File: config.mk
export PLATFORM = sky130hd
export DESIGN_NAME = uart_tx_prescaled
export DESIGN_NICKNAME = d
export VERILOG_FILES = /design/src/rtl/uart_tx_prescaled.sv
export SDC_FILE = /design/constraint.sdc
export NUM_CORES = 1
export LEC_CHECK = 0
export ABC_AREA = 1
export CAP_MARGIN = 20
export CORE_MARGIN = 1
export CORE_UTILIZATION = 40
export DETAILED_ROUTE_END_ITERATION = 10
export GPL_TIMING_DRIVEN = 1
export MAX_ROUTING_LAYER = met4
export SLEW_MARGIN = 10
export SYNTH_ARGS = -nofsm -noshare
export SYNTH_HDL_FRONTEND = slang
export SYNTH_SLANG_ARGS = --single-unit
File: constraint.sdc
create_clock -name clk -period 1.9 [get_ports clk]
set_clock_uncertainty 0.2 [all_clocks]
set_input_delay 0.285 -clock clk [delete_from_list [all_inputs] [get_ports clk]]
set_output_delay 0.285 -clock clk [all_outputs]
set_load 0.03 [all_outputs]
File: src/rtl/uart_tx_prescaled.sv
// uart_tx_prescaled: UART transmitter (start, LSB-first data, optional parity, stop), prescale+1 clk per bit.
// Rev 1.0
`default_nettype none

module uart_tx_prescaled #(
  parameter int DATA_WIDTH     = 8,
  parameter int PRESCALE_WIDTH = 5
) (
  input  logic                      clk,
  input  logic                      rst,
  input  logic [DATA_WIDTH-1:0]     p_data,
  input  logic                      data_valid,
  input  logic                      par_en,
  input  logic                      par_typ,
  input  logic [PRESCALE_WIDTH-1:0] prescale,
  output logic                      tx_out,
  output logic                      busy
);

  localparam int              BIT_W    = (DATA_WIDTH > 1) ? $clog2(DATA_WIDTH) : 1;
  localparam logic [BIT_W-1:0] LAST_BIT = BIT_W'(DATA_WIDTH - 1);

  typedef enum logic [2:0] {
    S_IDLE   = 3'd0,
    S_START  = 3'd1,
    S_DATA   = 3'd2,
    S_PARITY = 3'd3,
    S_STOP   = 3'd4
  } state_e;

  state_e                    state_q, state_d;
  logic [PRESCALE_WIDTH-1:0] cnt_q, cnt_d;
  logic [PRESCALE_WIDTH-1:0] presc_q, presc_d;
  logic [BIT_W-1:0]          bit_q, bit_d;
  logic [DATA_WIDTH-1:0]     data_q, data_d;
  logic                      par_en_q, par_en_d;
  logic                      par_typ_q, par_typ_d;
  logic                      tx_q, tx_d;
  logic                      busy_q, busy_d;

  logic                      w_wrap;
  logic                      w_parity;
  logic [BIT_W-1:0]          w_next_bit;

  assign w_wrap     = (cnt_q == presc_q);
  assign w_parity   = par_typ_q ? ~(^data_q) : (^data_q);
  assign w_next_bit = bit_q + 1'b1;

  // tx_d is computed one cycle ahead so the line comes straight from tx_q.
  always_comb begin
    state_d   = state_q;
    cnt_d     = w_wrap ? '0 : cnt_q + 1'b1;
    presc_d   = presc_q;
    bit_d     = bit_q;
    data_d    = data_q;
    par_en_d  = par_en_q;
    par_typ_d = par_typ_q;
    tx_d      = tx_q;
    busy_d    = busy_q;

    case (state_q)
      S_IDLE: begin
        cnt_d = '0;
        bit_d = '0;
        if (data_valid) begin
          data_d    = p_data;
          par_en_d  = par_en;
          par_typ_d = par_typ;
          presc_d   = prescale;
          state_d   = S_START;
          tx_d      = 1'b0;
          busy_d    = 1'b1;
        end
      end
      S_START: begin
        if (w_wrap) begin
          state_d = S_DATA;
          bit_d   = '0;
          tx_d    = data_q[0];
        end
      end
      S_DATA: begin
        if (w_wrap) begin
          if (bit_q == LAST_BIT) begin
            state_d = par_en_q ? S_PARITY : S_STOP;
            tx_d    = par_en_q ? w_parity : 1'b1;
          end else begin
            bit_d = w_next_bit;
            tx_d  = data_q[w_next_bit];
          end
        end
      end
      S_PARITY: begin
        if (w_wrap) begin
          state_d = S_STOP;
          tx_d    = 1'b1;
        end
      end
      S_STOP: begin
        if (w_wrap) begin
          state_d = S_IDLE;
          tx_d    = 1'b1;
          busy_d  = 1'b0;
        end
      end
      default: begin
        state_d = S_IDLE;
        cnt_d   = '0;
        tx_d    = 1'b1;
        busy_d  = 1'b0;
      end
    endcase
  end

  always_ff @(posedge clk or negedge rst) begin
    if (!rst) begin
      state_q   <= S_IDLE;
      cnt_q     <= '0;
      presc_q   <= '0;
      bit_q     <= '0;
      data_q    <= '0;
      par_en_q  <= 1'b0;
      par_typ_q <= 1'b0;
      tx_q      <= 1'b1;
      busy_q    <= 1'b0;
    end else begin
      state_q   <= state_d;
      cnt_q     <= cnt_d;
      presc_q   <= presc_d;
      bit_q     <= bit_d;
      data_q    <= data_d;
      par_en_q  <= par_en_d;
      par_typ_q <= par_typ_d;
      tx_q      <= tx_d;
      busy_q    <= busy_d;
    end
  end

  assign tx_out = tx_q;
  assign busy   = busy_q;

endmodule

`default_nettype wire

== Yosys cells after proc, flatten, opt, wreduce, memory -nomap -nowiden ==
Cells that the tools add are included.

* Bits in registers: 28
* Input bits: 18
* Output and inout bits: 2
* Word-level logic and storage cells: 65

* $add $sub $neg: 2
* Magnitude comparators: 1
* Eq/ne operators: 14
* Muxes and demuxes: 26
* Bitwise logic cells: 2
* Reductions and logical operators: 11

{| class="wikitable"
|+ Operators with widths
! operator !! count
|-
| $mux 3 || 9
|-
| $pmux 3 s5 || 1
|-
| $ne 2x2->1 const B || 7
|-
| $mux 1 || 10
|-
| $mux 5 || 2
|-
| $pmux 3 s3 || 1
|-
| $reduce_and 4->1 || 2
|-
| $reduce_xor 8->1 || 1
|-
| $eq 3x2->1 const B || 2
|-
| $eq 3x3->1 const B || 2
|-
| $reduce_and 6->1 || 1
|-
| $add 5x1->5 const B || 1
|-
| $eq 5x5->1 || 1
|-
| $lt 3x4->1 const B || 1
|-
| $pmux 1 s4 || 1
|-
| $reduce_or 4->1 || 1
|-
| $add 3x1->3 const B || 1
|-
| $bmux 1 s3 || 1
|-
| $eq 3x1->1 const B || 1
|-
| $logic_not 3->1 || 1
|-
| $pmux 1 s3 || 1
|-
| $reduce_and 3->1 || 1
|-
| $reduce_bool 3->1 || 1
|-
| $reduce_or 3->1 || 1
|-
| other kinds (4) || 5
|}

== Logic depth before layout (Yosys ltp) ==
* Depth after elaboration: 7
* Depth in mapped cells: 11
* Depth with buffers taken out: 11

== Worst setup path after synthesis ==
OpenSTA, ideal clock, no wires.

* Path type: flip-flop to flip-flop
* From: register bit_q[0]
* To: register bit_q[2]
* Setup time: 0.117 ns
* Arrival time: 1.340 ns
* Data required time: 1.583 ns
* Setup slack: 0.243 ns
* Cell stages (with the launch flop): 10
* Buffers on the path: 0
* Clock period less this slack: 1.657 ns
* Cell sequence: dfrtp_1 ha_1 ha_1 inv_1 nor2_2 or2_1 a21oi_2 inv_1 nand2_1 o21ai_2

* Cells in the longest elaborated chain, start to end: 4
* Elaborated cells between the ends (all ways): 7
* Classes of those cells: add/sub: 1; eq/ne: 2; mux: 3; reduce/logical: 1

{| class="wikitable"
|+ RTL lines
! what !! RTL line !! text
|-
| start: declaration || 34 || <nowiki>logic [BIT_W-1:0] bit_q, bit_d;</nowiki>
|-
| start signal: assignment || 130 || <nowiki>bit_q <= bit_d;</nowiki>
|-
| $add 3x1->3 || 47 || <nowiki>assign w_next_bit = bit_q + 1'b1;</nowiki>
|-
| $mux 3 || 84 || <nowiki>if (bit_q == LAST_BIT) begin</nowiki>
|-
| $mux 3 || 83 || <nowiki>if (w_wrap) begin</nowiki>
|-
| $pmux 3 s3 || 61 || <nowiki>case (state_q)</nowiki>
|}

Parallel ways exist; a longest one is shown, timed or not. The select of a mux whose other input is x is not followed.
A chain may end at the register's enable or synchronous reset.

== Final worst setup path ==
* From: register busy_q (netlist: busy)
* To: output busy

{| class="wikitable"
|+ RTL lines
! what !! RTL line !! text
|-
| start: declaration || 39 || <nowiki>logic busy_q, busy_d;</nowiki>
|-
| start signal: assignment || 135 || <nowiki>busy_q <= busy_d;</nowiki>
|-
| end: declaration || 17 || <nowiki>output logic busy</nowiki>
|}

No word-level cell between the ends.

==> summary by stage <==
Logic synthesis
The gate count after technology mapping is 198. The cell type with the highest aggregate area in the netlist is dfrtp_1. The number of synthesized flops with an enable pin is 0. The most common cell in the synthesized netlist is nand2_1. The post-synthesis cell area is 0.00154 mm2. A synthesized cell averages 7.75 um2. Synthesis inferred 28 register bits. Ranked by total cell area, the synthesized netlist is headed by dfrtp_1 44%, nand2_1 11%, inv_1 7.6%, nor2_1 5.4%, nand3_1 4.6%.

By count the netlist is led by 46 x nand2_1, 31 x inv_1, 27 x dfrtp_1. The sequential element share of the synthesized area is 45.7%. The count of yosys warnings during synthesis is 0. In the synthesized netlist the dominant register cell turns out to be dfrtp_1. The area fraction of the dominant cell type after synthesis is 44.0%. The number of nets produced by synthesis is 219. Of all flip-flops after synthesis, the portion carrying an async set or reset was 100%. The number of different library cells used by synthesis comes to 25.

Worst setup path
Counting both buffers and inverters, the worst setup path holds a total of 1. The worst register-to-register path begins at bit_q[0]. The setup check on the worst reg-to-reg path leaves a slack of 0.10 ns. The critical path data required time is 1.41 ns. For the worst flop-to-flop path, the logic depth is 9.

Of all nets on the critical path, the largest fanout is 2. The critical setup path kind is reg -> out. The longest individual stage delay on the worst path is 0.68 ns. STA classifies the critical path endpoint as an output port. The critical path goes through clkdlybuf4s50_1. The slowest stage of the critical path is the clkdlybuf4s50_1 cell. The family with the most delay on the worst path is buffers and inverters. Data arrives at the worst endpoint at 1.32 ns. The endpoint of the worst-slack reg-to-reg timing path is bit_q[1]. The critical path startpoint category is a flop.

Clock tree
The tree built by TritonCTS fans out to 28 sinks. After clock tree synthesis, the setup repair step added 0 buffers. At the later pin of the worst-skew pair, clock insertion delay measures 0.27 ns.

The longest clock path from root to sink contains 2 buffers. TritonCTS built the clock tree. The TritonCTS buffer count is 3. After clock tree synthesis, the clock-pin slew on the worst setup and hold paths is 0.09 ns. CTS built an H-tree with a depth of 1.

The CTS root buffer is clkbuf_8.

Finish
The post-layout net count is 243. The number of antenna repair diodes is 0. The final standard cell utilization of the core is 50.1%. Once layout is done, the placed cells without fillers occupy 0.00183 mm2. Leaving out filler cells and counting taps, the final layout contains 269. The share of post-route cells with drive strength above 1 is 10.4%.

The area growth from synthesis to final layout is 19.5%.

Worst hold path
The worst hold path class is in -> async.

Placement
Input and output buffers added on the ports amount to 19. The placed instance area is 0.00178 mm2. Once detailed placement completed, the half-perimeter wirelength came to 2.33 mm. The final RePlAce weighted congestion is 0.824. After detailed placement, the design holds a cell count of 265. The pre-CTS setup slack is 0.122 ns.

STA
The minimum clock period is 1.81 ns. After layout, the worst path uses 95.0% of the clock period. The number of max-slew violations in the final report is 0. The transition time of the tightest slew-check pin is 0.360 ns. The worst hold slack is 0.175 ns. The least setup slack across all paths after layout is 0.0942 ns.

Static timing analysis puts the maximum clock frequency at 0.554 GHz. Setup repair after global routing left no endpoint under its margin. In this run the tightest slew margin relative to its limit is 76.0%. Summed over all failing endpoints, the final setup total negative slack is 0 ns.

The hold violation total from the final report is 0. Setup violations remaining at the end of the flow were counted as 0.

GRT
The aggregate global-route resource usage is 16.9%. The overall overflow remaining after global route is 0. The wire length of the first global-routing pass is 5.15 mm. The number of global-route vias before repair is 1,245. The initial antenna violation count is 0.

The maximum number of pins on one net before global-route repair is 29.

Routing
The via density per instance is 4.75. In this run the remaining antenna-violating nets after routing total 0. The count of unresolved DRC violations after routing is 0. The detail-routed net length per standard cell is 11.1 um. For this block, the initial DRC count from the detailed router was 50. The total iterations of the first detailed-routing run is 4. The total routed wirelength is 2.99 mm. The vias after detailed routing is 1,279.

Pwr
The maximum vdd drop is 0.590 mV. For this design the static power due to leakage is 0.929 nW. The design draws 2.96 mW. The power density over the cells is 1610 mW/mm2.

Floorplanning
The starting density of the core is 41.9%. The area enclosed by the die boundary is 0.00409 mm2. The count of boundary I/O pins is 20.

The chip width is 64.0 um. The row count is 22. The die span in y is 64.0 um.

The placeable core region is 0.00366 mm2.

Run
The count of maximum capacitance violations is 0.

Run status
The flow ran to the end, and the final reports show no timing, DRC or antenna violations.
[cell type report]
type	count	area [um2]
sequential	28	702
multi-input combinational	135	686
inverter	32	120
tap	48	60.1
fill	367	1830
timing repair buffer	22	211
clock buffer	4	55.1
[report_power, final]
group | internal, mW | switching, mW
sequential | 0.859 | 0.188
combinational | 0.616 | 0.932
clock | 0.186 | 0.179
total | 1.66 | 1.30
[routing by layer]
layer	up-vias	global-route usage (%)	wire (um)
met4	0	7.39	31
li1	665	-	-
met5	-	-	0
met2	21	29.5	1550
met3	4	2.86	73
met1	589	19.0	1340
[logic make-up (layout without fill, tap and decap cells)]
logic type                 count (synthesis)  count (layout)  synth area share [%]
AOI/OAI and AO/OA                         26              26                  9.29
xor gates and xnor gates                   7               7                  3.99
adders and majority gates                  3               3                  2.45
buffers and inverters                     35              58                  9.62
DFF                                       28              28                  45.7
muxes                                      3               3                  2.20
and+or+nand+nor                           96              96                  26.7
[worst max path at each step]
| stage | end | cells past startpoint | from | slack (ns) |
|---|---|---|---|---|
| 6_report | busy | 1 | busy | 0.09 |
| 4_1_cts | busy | 1 | busy | 0.08 |
| 5_1_grt | bit_q[1] | 9 | bit_q[0] | 0.004 |
| 2_1_floorplan | bit_q[2] | 9 | bit_q[0] | 0.24 |
| 3_5_place_dp | bit_q[1] | 9 | bit_q[0] | 0.12 |
| 3_3_place_gp | bit_q[2] | 9 | bit_q[0] | 0.21 |
[flip-flops by register name (all words and copies together), names as in the netlist]
signal	count
busy	1
data_q	8
bit_q	3
presc_q	5
cnt_q	5
par_en_q	1
state_q	3
par_typ_q	1
tx_out	1
[cells in the final DEF, fill, tap and decap left out]
cell,netlist,layout
xor2_1,5,5
nand2_1,46,46
nand2_2,5,5
o21ai_2,1,1
clkdlybuf4s50_1,0,18
dlygate4sd2_1,0,1
a31oi_1,2,2
nand3_1,14,14
nor2_1,22,22
mux2_2,3,3
buf_4,0,3
or2_4,1,1
dfstp_2,1,1
nor3_1,4,4
o211ai_1,1,1
dfrtp_1,27,27
o21ai_1,5,5
clkbuf_8,0,4
inv_2,1,1
inv_1,31,31
a21oi_2,1,1
nor2_2,3,3
xnor2_1,2,2
o21ai_0,3,3
ha_1,3,3
a21oi_1,13,13
or2_1,1,1
[what timing repair did]
item,4_1_cts,5_1_grt
resized for setup,1,0
hold buffers,0,0
endpoints found under the setup margin,1,0
Note: power is estimated with default switching activity, not from simulation.
